$ cat src/rtl/adder_pkg.sv
`default_nettype none
// ============================================================================
// Module      : adder_pkg
// Description : Shared definitions for the bit-serial adder. It provides the
//               FSM state encoding, the default operand width and the
//               bit-counter width helper.
// Revision    : 1.0 - initial release
// ============================================================================
package adder_pkg;

  // FSM state encoding. The values are fixed so that debug views stay
  // stable across revisions.
  typedef enum logic [1:0] {
    S_IDLE  = 2'b00,
    S_SHIFT = 2'b01,
    S_DONE  = 2'b10
  } state_t;

  localparam int c_DEFAULT_WIDTH = 8;

  // Bit-counter width. It must hold the values 0..w-1, and the legal w is at
  // least 2, so the result is always one bit or more.
  function automatic int cnt_width(input int w);
    return (w < 2) ? 1 : $clog2(w);
  endfunction

endpackage
`default_nettype wire

$ cat src/rtl/fa_cell.sv
`default_nettype none
// ============================================================================
// Module      : fa_cell
// Description : Purely combinational 1-bit full adder.
//               The sum comes from an XOR pair. The carry comes from a
//               three-NAND majority network.
// Ports       : A, B, C  - addend bits and carry-in
//               Sum      - A ^ B ^ C
//               Carry    - majority(A, B, C)
// Revision    : 1.0 - initial release
// ============================================================================
module fa_cell (
  input  logic A,
  input  logic B,
  input  logic C,
  output logic Sum,
  output logic Carry
);

  logic w_axb;
  logic w_n_ab;
  logic w_n_bc;
  logic w_n_ac;

  assign w_axb  = A ^ B;
  assign Sum    = w_axb ^ C;

  // Each pairwise NAND is low when its pair is 1,1. The final NAND is
  // therefore high whenever at least two inputs are set.
  assign w_n_ab = ~(A & B);
  assign w_n_bc = ~(B & C);
  assign w_n_ac = ~(A & C);
  assign Carry  = ~(w_n_ab & w_n_bc & w_n_ac);

endmodule
`default_nettype wire

$ cat src/rtl/serial_adder.sv
`default_nettype none
// ============================================================================
// Module      : serial_adder
// Description : Bit-serial WIDTH-bit adder that uses one full-adder cell and a
//               carry flip-flop. It loads operands on an accepted Start and
//               adds one bit pair per clock, LSB first. It then presents the
//               registered sum and carry-out together with a one-cycle Done.
// Ports       : Clk      - clock, rising edge
//               Rst      - synchronous active-high reset
//               Start    - request, sampled in IDLE or DONE only
//               OpA/OpB  - WIDTH-bit operands, captured on accepted Start
//               CarryIn  - initial carry, captured on accepted Start
//               Busy     - high while bit pairs are being added
//               Done     - one-cycle pulse when Sum/CarryOut update
//               Sum      - registered WIDTH-bit result
//               CarryOut - registered final carry
// Revision    : 1.0 - initial release
// ============================================================================
module serial_adder
  import adder_pkg::*;
#(
  parameter int WIDTH = c_DEFAULT_WIDTH
) (
  input  logic             Clk,
  input  logic             Rst,
  input  logic             Start,
  input  logic [WIDTH-1:0] OpA,
  input  logic [WIDTH-1:0] OpB,
  input  logic             CarryIn,
  output logic             Busy,
  output logic             Done,
  output logic [WIDTH-1:0] Sum,
  output logic             CarryOut
);

  localparam int              c_CW   = cnt_width(WIDTH);
  localparam logic [c_CW-1:0] c_LAST = c_CW'(WIDTH - 1);
  localparam logic [c_CW-1:0] c_ONE  = c_CW'(1);

  state_t           r_state;
  state_t           w_next;
  logic [WIDTH-1:0] r_a;
  logic [WIDTH-1:0] r_b;
  logic [WIDTH-1:0] r_part;
  logic             r_c;
  logic [c_CW-1:0]  r_cnt;
  logic [WIDTH-1:0] r_sum;
  logic             r_co;

  logic             w_s;
  logic             w_co;
  logic             w_last;
  logic             w_accept;

  fa_cell u_fa (
    .A     (r_a[0]),
    .B     (r_b[0]),
    .C     (r_c),
    .Sum   (w_s),
    .Carry (w_co)
  );

  assign w_last = (r_cnt == c_LAST);

  // Next-state logic and the decoded outputs.
  always_comb begin
    w_next   = r_state;
    w_accept = 1'b0;
    Busy     = 1'b0;
    Done     = 1'b0;
    case (r_state)
      S_IDLE: begin
        if (Start) begin
          w_accept = 1'b1;
          w_next   = S_SHIFT;
        end
      end
      S_SHIFT: begin
        Busy = 1'b1;
        if (w_last) begin
          w_next = S_DONE;
        end
      end
      S_DONE: begin
        Done = 1'b1;
        // A Start here begins the next add with no idle cycle in between.
        if (Start) begin
          w_accept = 1'b1;
          w_next   = S_SHIFT;
        end else begin
          w_next   = S_IDLE;
        end
      end
      default: begin
        w_next = S_IDLE;
      end
    endcase
  end

  // State register and datapath.
  always_ff @(posedge Clk) begin
    if (Rst) begin
      r_state <= S_IDLE;
      r_a     <= '0;
      r_b     <= '0;
      r_part  <= '0;
      r_c     <= 1'b0;
      r_cnt   <= '0;
      r_sum   <= '0;
      r_co    <= 1'b0;
    end else begin
      r_state <= w_next;
      if (w_accept) begin
        r_a    <= OpA;
        r_b    <= OpB;
        r_c    <= CarryIn;
        r_cnt  <= '0;
        r_part <= '0;
      end else if (r_state == S_SHIFT) begin
        r_a    <= r_a >> 1;
        r_b    <= r_b >> 1;
        // Sum bits enter at the MSB. After WIDTH shifts the LSB result bit
        // has reached bit 0.
        r_part <= {w_s, r_part[WIDTH-1:1]};
        r_c    <= w_co;
        r_cnt  <= r_cnt + c_ONE;
        if (w_last) begin
          // Publish the final bit straight from the cell. This avoids
          // waiting one more cycle for r_part to settle.
          r_sum <= {w_s, r_part[WIDTH-1:1]};
          r_co  <= w_co;
        end
      end
    end
  end

  assign Sum      = r_sum;
  assign CarryOut = r_co;

endmodule
`default_nettype wire

$ cat config.mk
export PLATFORM = sky130hd
export DESIGN_NAME = serial_adder
export DESIGN_NICKNAME = d
export VERILOG_FILES = /design/src/rtl/adder_pkg.sv /design/src/rtl/fa_cell.sv /design/src/rtl/serial_adder.sv
export SDC_FILE = /design/constraint.sdc
export NUM_CORES = 1
export LEC_CHECK = 0
export CAP_MARGIN = 20
export CORE_MARGIN = 8
export CORE_UTILIZATION = 45
export CTS_CLUSTER_SIZE = 14
export DETAILED_ROUTE_END_ITERATION = 6
export PLACE_DENSITY = 0.78
export SYNTH_ARGS = -nofsm -noshare
export SYNTH_HDL_FRONTEND = slang
export SYNTH_SLANG_ARGS = --single-unit
$ cat constraint.sdc
create_clock -name Clk -period 1.3 [get_ports Clk]
set_input_delay 0.26 -clock Clk [delete_from_list [all_inputs] [get_ports Clk]]
set_output_delay 0.26 -clock Clk [all_outputs]
set_load 0.05 [all_outputs]
### Word-level counts from Yosys, hierarchy flattened

Index checks and enable logic that the tools add are counted.

* add/subtract/negate cells: 1
* equal/unequal tests: 5
* multiplexer cells: 14
* bitwise operators: 12
* reductions and logical operators: 6

Operators with widths (number)
* $mux 8: 4
* $mux 1: 7
* $pmux 2 s3: 1
* $and 1x1->1: 5
* $not 1->1: 5
* $mux 2: 2
* $ne 2x2->1 const B: 2
* $reduce_or 2->1: 2
* $add 3x1->3 const B: 1
* $eq 3x3->1 const B: 1
* $reduce_and 3->1: 1
* $eq 2x1->1 const B: 1
* $eq 2x2->1 const B: 1
* $logic_not 2->1: 1
* $reduce_and 2->1: 1
* $reduce_bool 2->1: 1
* $xor 1x1->1: 2

* register bits: 39
* bits of input ports: 20
* output and inout bits: 11
* word-level logic and storage cells: 46

### Longest topological paths before layout

* word-level depth: 7
* gate-level depth with buffers: 6
* mapped depth without buffers: 5

### Modules after synthesis

A second synthesis with hierarchy kept.

* cell total of the unflattened synthesis: 176
* area total of the unflattened synthesis: 1529.0 um2

Modules (own cells, without submodules)
* serial_adder: times used 1, cells each 175, area an instance 1508.9 um2, sequential area each 760.7 um2
* fa_cell: times used 1, cells each 1, area an instance 20.0 um2, sequential area each 0.0 um2

### Worst setup path after synthesis

OpenSTA, ideal clock, no wires.

* path kind: register to output
* start point: reg r_state[1]
* end point: out Done
* arrival: 1.023 ns
* data required time: 1.040 ns
* slack: 0.017 ns
* cell stages (with the launch flop): 2
* path buffers: 0
* cell sequence: dfxtp_1 -> nor2b_1

* word-level cells in the longest chain between the ends: 2

Ends and longest elaborated chain
* from (decl): RTL line serial_adder.sv:40 `state_t r_state;`
* from (signal assigned): RTL line serial_adder.sv:112 `r_state <= w_next;`
* $eq 2x2->1: RTL line serial_adder.sv:71 `case (r_state)`
* $mux 1: RTL line serial_adder.sv:71
* to (decl): RTL line serial_adder.sv:31 `output logic Done,`

Every way passes these cells.

### Worst setup path after layout

* start point: reg r_state[1]
* end point: out Busy

* word-level cells in the longest chain between the ends: 2

Ends and longest elaborated chain
* $eq 2x1->1: RTL line serial_adder.sv:71
* $mux 1: RTL line serial_adder.sv:71
* to (decl): RTL line serial_adder.sv:30 `output logic Busy,`

Every way passes these cells.

==> flow_metrics.tcl <==
set metrics [dict create \
    run_status "finished with violations" \
    failed_checks "negative setup slack" \
    synth_flop_cell "dfxtp_1" \
    clkLatencyLatePin_ns 0.35 \
    critPathKind "register to output pin" \
    synth-edff-count 0 \
    cts_hold_buf 0 \
    synth_area_mm2 0.00151 \
    yosysMostFrequentCell "dfxtp_1" \
    clock_skew_ns 0.0102 \
    synthTopCellsByCount "dfxtp_1, nand2_1, a21oi_1, nor3_1, nand3_1" \
    syn_avg_cell_area_um2 8.65 \
    initial_core_util 0.458 \
    crit_buf_inv 2 \
    async_flop_share 0 \
    dp_cells 243 \
    yosys.cell_types.count 24 \
    leakage_nw 0.773 \
    layout_setup_ws_ns -0.0103 \
    antennaDiodeCount 0 \
    critical_path.max_fanout 3 \
    synth-simple-area-share 0.229 \
    clockRootBuffer "clkbuf_4" \
    critPathTopFamily "flip-flops" \
    tritoncts "built" \
    synth_top_area_cell "dfxtp_1" \
    grt_max_degree 29 \
    ios 31 \
    vdd_drop_max_uv 756 \
    final_cell_count_no_fill 256 \
    worstPathRequired_ns 1.04 \
    fin_crit_sh 1.01 \
    worstPathArrival_ns 1.05 \
    drive_gt1_frac 0.238 \
    synth_seq_cells 38 \
    final_max_slew_viol_count 0 \
    finalSetupViolations 1 \
    firstDrtPassIters 4 \
    grt_pass1_vias 1192 \
    synthXorXnorAreaFrac 0.00582 \
    path_cells "nand2b_4 > inv_8 > buf_12" \
    synth_compound_area_frac 0.152 \
    power_density_mw_per_mm2 1020 \
    final_nets 232 \
    synth_fp_nets 197 \
    utilization 0.670 \
    core_area_mm2 0.00328 \
    io_buffers 30 \
    maxSlewHeadroom 0.774 \
    syn-instance-count 174 \
    clockBufferDepth 2 \
    drv_cap 0 \
    track_usage 0.130 \
    ys_seq_area_frac 0.505 \
    place.gp.congestion 0.693 \
    num_vias 1338 \
    htree_levels 2 \
    min_path_type "input port to register" \
    fillCellCount 247 \
    drtIter0Drc 69 \
    die_h_um 73.8 \
    endpoint_kind "output pin" \
    period_needed_ns 1.31 \
    max_freq_mhz 763 \
    grt-ovfl-total 0 \
    start_kind "register" \
    cts_buffers 5 \
    vias_per_cell 5.23 \
    power_w 0.00225 \
    fp-row-count 21 \
    synth.area.mux_share 0.00665 \
    ys_warn_count 0 \
    chipWidth_um 73.8 \
    ant_nets 0 \
    hold_viol 0 \
    worst_pin_slew_ns 0.339 \
    path_clk_slew_ns 0.11 \
    rsz0062_at_grt "true" \
    die_area_mm2 0.00545 \
    drc 0 \
    hpwlAfterDp_um 2140 \
    wl_per_cell_um 14.0 \
    clock_sinks 38 \
    critPathMaxStageDelay_ns 0.35 \
    grt_first_pass_wirelength_um 5500 \
    synth_top_area_frac 0.505 \
    antenna_found_initial 0 \
    drt_wl_total_um 3590 \
    syn2layout_area_growth_pct 46.2 \
    ys_top_cells_by_area "dfxtp_1, nand2_1, a21oi_1" \
    synth_top_family_by_area "simple AND/OR/NAND/NOR gates" \
    critPathSlowestCell "dfxtp_2" \
    synth-adder-area-share 0.0299 \
]
## stage by stage
stage | area [um^2] | hold WS, ns | TNS (ns) | setup slack (ns)
3_5_place_dp | 1980 | 0.445 | -0.982 | -0.117
3_3_place_gp | 1980 | 0.443 | -0.653 | -0.0976
6_report | 2200 | 0.453 | -0.0103 | -0.0103
2_1_floorplan | 1510 | 0.396 | 0 | 0.0175
5_1_grt | 2200 | 0.456 | -0.212 | -0.0452
4_1_cts | 2080 | 0.440 | -0.0130 | -0.00779
## path summary, 6_finish.rpt
path              start   endpoint  slack [ns]  depth (start not counted)
max reg2reg    r_cnt[0]     Sum[5]        0.05                          6
max          r_state[1]       Busy       -0.01                          3
min reg2reg   r_part[3]  r_part[2]        0.47                          2
min              OpB[7]     r_b[7]        0.45                          3
## power by group
group | internal [W] | switching, W | leakage, nW
logic | 0.000183 | 0.000178 | 0.425
clock network | 0.000262 | 0.000378 | 0.0353
registers | 0.00122 | 0.0000349 | 0.312
total | 0.00166 | 0.000591 | 0.773
## worst register-to-register path: cells and delay by family, from the launching register on
family / cells / cell delay, ns
AO/OA/AOI/OAI: 1 / 0.10
adder cells (fa/ha/maj): 2 / 0.31
buffers and inverters: 1 / 0.19
flip-flops: 1 / 0.35
AND/OR/NAND/NOR: 2 / 0.24
## final cells by class
class                   instances  area, um^2  share of cell area
flip-flops and latches         38         768               0.349
multi-input cells             121         724               0.329
repair buffers                 41         573               0.260
well taps                      46        57.6              0.0262
clock buffers                   7        55.1              0.0250
inverters                       1        11.3             0.00512
repair inverters                1        6.26             0.00284
clock inverters                 1        5.00             0.00227
## registers in the layout (all words and copies together) (netlist names)
signal / flops
CarryOut: 1
Sum: 8
r_a: 8
r_b: 8
r_c: 1
r_cnt: 3
r_part: 7
r_state: 2
## placed cells by master (no fill, tap or decap), types with 2 or more instances in the layout
master / synthesis / layout
a21oi_1: 23 / 18
a21oi_2: 0 / 5
a22oi_1: 4 / 4
a311oi_2: 0 / 2
buf_12: 0 / 16
buf_4: 3 / 5
clkbuf_4: 0 / 5
clkdlybuf4s50_1: 0 / 19
dfxtp_1: 38 / 34
dfxtp_2: 0 / 3
ha_4: 0 / 2
nand2_1: 34 / 30
nand2_2: 0 / 3
nand2b_1: 3 / 2
nand3_1: 14 / 14
nor2_1: 6 / 6
nor3_1: 17 / 17
o22ai_1: 8 / 8
## cell families after synthesis
| group | after synthesis |
|---|---|
| buffers and inverters | 15 |
| adders and majority gates | 3 |
| and+or+nand+nor | 77 |
| xor gates and xnor gates | 1 |
| AOI/OAI and AO/OA | 39 |
| DFF | 38 |
| muxes | 1 |
## metal layers
layer  vias to the layer above  track usage  share of wire
met5                         -            0              0
met4                         0       0.0599          0.020
met3                         5       0.0450          0.052
met2                        29        0.199           0.51
met1                       627        0.159           0.42
li1                        677            -              -
## repair_timing
action,in CTS,in global routing
cloned,1,1
pin swaps,0,10
setup endpoints to repair,4,12
resized for setup,7,22
buffers inserted,2,1
Power figures use the tool's default switching activity.
==> patch 1 (same settings) <==
`c_DEFAULT_WIDTH`: 8 -> 9.
--- a/src/rtl/adder_pkg.sv
+++ b/src/rtl/adder_pkg.sv
@@ -18,3 +18,3 @@
 
-  localparam int c_DEFAULT_WIDTH = 8;
+  localparam int c_DEFAULT_WIDTH = 9;
 
Ports: changed (resized OpA, OpB and Sum); port bits go from 31 to 34. No check against the original RTL was run, so the function may have changed too.
==> patch 1 against the unedited design <==
The run still ends with negative setup slack left; combinational power grew 35%; core utilization is 3.8 points higher; sequential cell count is 5 higher; cell count grew 11%; synthesized area rose by 13%; setup slack got worse by 0.060 ns; wire length increased by 28%; power is 30% higher; register-to-register slack worse by 0.02 ns; synthesized cell count grew 5.2%; final area up 18%; sequential share of layout area decreased by 1.4 points; critical path type unchanged.
==> patch 1: results (changes against the unedited design) <==
| Metric | Value |
|---|---|
| Pre-antenna DRT Iters | `4 (unchanged)` |
| Sequential area share after synthesis | `0.505 (about the same)` |
| Iteration-0 DRC Markers | `179 (+160%)` |
| Leak Pwr | `0.963 nW (+25%)` |
| Via count | `1561 (+17%)` |
| Worst EP arrival | `1.11 ns (+0.06 ns)` |
| First-pass GRT wire length | `7000 um (+27%)` |
| Post-synth top cells | `dfxtp_1, nand2_1, nor3_1` |
| Clk buf depth | `2 (unchanged)` |
| CP max FO | `3 (unchanged)` |
| Via count of the first global-routing pass | `1506 (+26%)` |
| Crit start category | `register` |
| Largest net degree at the start of global routing | `24 (-17%)` |
| Ratio of cells with drive above 1 in the final layout | `0.291 (+0.0530)` |
| Layout fillers | `250 (+1.2%)` |
| TritonCTS Buffers | `5 (unchanged)` |
| Worst hold path type | `register to register` |
| Final Setup Violations | `2 (+1)` |
| Max-slew headroom | `0.742 (-0.0325)` |
| Hold path startpoint | `r_part[1]$_SDFFE_PP0N_` |
| P_int | `2.21 mW (+33%)` |
| Post-synth net total | `208 (+5.6%)` |
| Final wirelength | `4610 um (+28%)` |
| H-tree levels | `2 (unchanged)` |
| Port bufs | `33 (+10%)` |
| Status | `complete, but fails checks` |
| Worst setup margin | `-0.0704 ns (-0.0601 ns)` |
| Clock slew at reported path FFs | `0.09 ns (-0.02 ns)` |
| Synth Warn # | `0 (unchanged)` |
| Initial antenna violation count | `0 (unchanged)` |
| Total GRT Usage | `0.144 (+0.0143)` |
| Failing checks | `negative setup slack` |
| Diode count | `0 (unchanged)` |
| Fraction of registers with async set/reset | `0 (unchanged)` |
| Synth cell types | `33 (+38%)` |
| RePlAce Congestion | `0.767 (+11%)` |
| DP Wirelength | `2800 um (+31%)` |
| Clock Skews | `0.00764 ns (-0.00260 ns)` |
| Critical Path Start | `r_state[1]$_SDFFE_PP0P_` |
| Root buffer cell | `clkbuf_8` |
| Clock Latency Late Sink | `0.30 ns (-0.05 ns)` |
| Ranking of synthesized cells by area | `dfxtp_1, nand2_1, nor3_1` |
| # nets final | `261 (+13%)` |
| Peak supply drop | `0.000642 V (-15%)` |
-- patch 1: cell count changes after synthesis, moves of 5 or more --
cell / before / now
a22o_1: 0 / 9
nand3_1: 14 / 6
nand2_1: 34 / 29
dfxtp_1: 38 / 43
a21oi_1: 23 / 16
-- patch 1: critical path, stage by stage (launching register included) --
cell,delay [ns]
dfxtp_2,0.35
nand2b_4,0.15
clkinv_4,0.06
buf_12,0.12
buf_12,0.14
-- patch 1: metrics by stage --
step           TNS, ns  setup WS [ns]  std cells  hold slack, ns  cell area (um2)
3_5_place_dp     -5.31         -0.219        268           0.465             2310
3_3_place_gp     -4.05         -0.153        268           0.445             2310
5_1_grt         -0.653         -0.117        285           0.501             2590
6_report       -0.0989        -0.0704        285           0.480             2590
2_1_floorplan        0         0.0240        183           0.396             1710
4_1_cts         -0.121        -0.0800        283           0.476             2500
-- patch 1: kinds of logic after synthesis --
logic type | count (synthesis) | share of synthesized area
buf+inv | 17 | 0.0631
simple gates | 72 | 0.209
fa+ha+maj | 3 | 0.0264
xor+xnor | 2 | 0.0103
mux | 1 | 0.00587
compound gates | 45 | 0.180
flops | 43 | 0.505
-- patch 1: area by class of cell --
type | instances | area share
tap | 48 | 0.0232
clock buffer | 5 | 0.0266
timing repair buffer | 59 | 0.279
multi-input combinational | 124 | 0.313
inverter | 3 | 0.00628
clock inverter | 3 | 0.0169
sequential | 43 | 0.335
-- patch 1: power groups by stage --
stage	Sequential, mW	Combinational, mW	Clock (mW)
2_1_floorplan	1.44	0.243	0
3_3_place_gp	1.44	0.411	0
3_5_place_dp	1.44	0.420	0
4_1_cts	1.41	0.439	1.04
5_1_grt	1.43	0.529	1.11
6_report	1.42	0.488	1.03
-- patch 1: worst paths after layout --
check	to	slack (ns)	cells past startpoint
max reg2reg	r_b[3]$_SDFFE_PP0P_	0.03	6
max	Busy	-0.07	4
min	r_part[1]$_SDFFE_PP0N_	0.48	2
min reg2reg	r_part[1]$_SDFFE_PP0N_	0.48	2
-- patch 1: routing by layer --
metal	wire length, um	GRT usage	vias up
met5	0	0	-
met4	131	0.0849	0
met3	146	0.0346	13
met2	2440	0.252	33
met1	1880	0.156	755
li1	-	-	760
-- patch 1: what timing repair did --
action | in CTS | in global routing
pin swaps | 1 | 12
gates cloned | 0 | 1
resized for setup | 8 | 19
buffers inserted | 7 | 1
endpoints found under the hold margin | 0 | 0
setup endpoints to repair | 11 | 23
==> patch 2 (config.mk and constraints unchanged) <==
Made on the original files. Re-encode `state_t` (3 states) as one-hot, 3 bits wide.
--- a/src/rtl/adder_pkg.sv
+++ b/src/rtl/adder_pkg.sv
@@ -12,6 +12,6 @@
   // stable across revisions.
-  typedef enum logic [1:0] {
-    S_IDLE  = 2'b00,
-    S_SHIFT = 2'b01,
-    S_DONE  = 2'b10
+  typedef enum logic [2:0] {
+    S_IDLE  = 3'b001,
+    S_SHIFT = 3'b010,
+    S_DONE  = 3'b100
   } state_t;
Function: no difference found for any inputs over 10 cycles, from zero or initial values and one cycle with Rst high; not proved beyond that.
==> patch 2 against the unedited design <==
Synthesized area rose by 14%; sequential cell count rose by 1; wire length rose by 27%; sequential share of layout area fell by 4.0 points; final area rose by 16%; largest power group unchanged; highest routed layer unchanged; first-iteration DRC count rose by 58%; global-route usage rose by 2.0 points; via count rose by 19%; count of clock-buffer cells in the layout fell by 1; the run still ends with negative setup slack left; power rose by 20%; setup slack got worse by 0.20 ns.
==> patch 2: results (changes against the unedited design) <==
| Metric | Value |
|---|---|
| Status | `complete, but fails checks` |
| Failing checks | `negative setup slack` |
| Clock slew at reported path FFs | `0.07 ns (-0.04 ns)` |
| Seq/total area | `0.309 (-0.0397)` |
| Hold_ws | `0.454 ns (+0.00131 ns)` |
| Routing usage on met2 | `0.263 (+0.0643)` |
| Power share of the clock group | `0.387 (+0.103)` |
| Hold path startpoint | `r_part[1]$_SDFFE_PP0N_` |
| Flop2flop setup slack | `-0.17 ns (-0.22 ns)` |
| Multi-input logic area | `917 um2 (+27%)` |
| Layout fillers | `266 (+7.7%)` |
| Worst EP arrival | `1.25 ns (+0.20 ns)` |
| Clock-cell share of area | `0.0462 (+0.0189)` |
| Final Setup Violations | `30 (+29)` |
| Reg-to-reg endpoint | `r_part[1]$_SDFFE_PP0N_` |
| #MultiIn Comb | `140 (+16%)` |
| Root buffer cell | `clkbuf_8` |
| RePlAce Congestion | `0.823 (+19%)` |
| Max-slew headroom | `0.797 (+0.0226)` |
| WHS Path Cells | `2 (-1)` |
| Yosys top cell area share | `0.454 (-0.0513)` |
| Leak Pwr | `0.898 nW (+16%)` |
| Largest net degree at the start of global routing | `28 (-3.4%)` |
| Layout non-clock buf frac | `0.247 (-0.0130)` |
| Post-synth net total | `217 (+10%)` |
| Hold endpoint | `Sum[0]$_SDFFE_PP0P_` |
| DP Wirelength | `2710 um (+27%)` |
| Ratio of cells with drive above 1 in the final layout | `0.328 (+0.0897)` |
| Slowest stage cell, crit path | `or3b_4` |
| Final wirelength | `4570 um (+27%)` |
| Clock Skews | `0.00615 ns (-0.00410 ns)` |
| Switching share of power | `0.239 (-0.0229)` |
| Signal buffers | `52 (+27%)` |
| Synth cell types | `32 (+33%)` |
| # clk buffers | `6 (-1)` |
| Setup TNS Final | `-3.66 ns (-3.65 ns)` |
| First-pass GRT wire length | `7330 um (+33%)` |
| Worst setup margin | `-0.211 ns (-0.201 ns)` |
| Total GRT Usage | `0.150 (+0.0203)` |
| CP top delay family | `simple AND/OR/NAND/NOR gates` |
| Ranking of synthesized cells by area | `dfxtp_1, nand2_1, a311oi_2` |
| Iteration-0 DRC Markers | `109 (+58%)` |
[patch 2: cell count changes in the layout (fill, tap and decap cells not counted), moves of 7 or more]
cell      delta
nand3_1     -12
nand2_1     +25
a311oi_2     +7
o22ai_1      -8
buf_4       +12
nand2_2      +7
[patch 2: timing repair]
| item | in CTS | in global routing |
|---|---|---|
| hold buffers | 0 | 0 |
| endpoints found under the setup margin | 33 | 40 |
| gates resized for setup | 9 | 10 |
| pin swaps | 4 | 3 |
| setup buffers | 2 | 0 |
| cloned | 1 | 1 |
[patch 2: kinds of logic (layout without fill, tap and decap cells)]
family          count (synthesis)  after routing  share of synthesized area
buf+inv                        16             62                     0.0604
compound gates                 42             42                      0.195
fa+ha+maj                       3              3                     0.0262
xor+xnor                        3              3                     0.0197
simple gates                   91             92                      0.245
flops                          39             39                      0.454
[patch 2: worst min-delay path, stage by stage (launching register included)]
cell and delay, ns:
dfxtp_1 0.31, nand2_1 0.05, a21oi_1 0.05
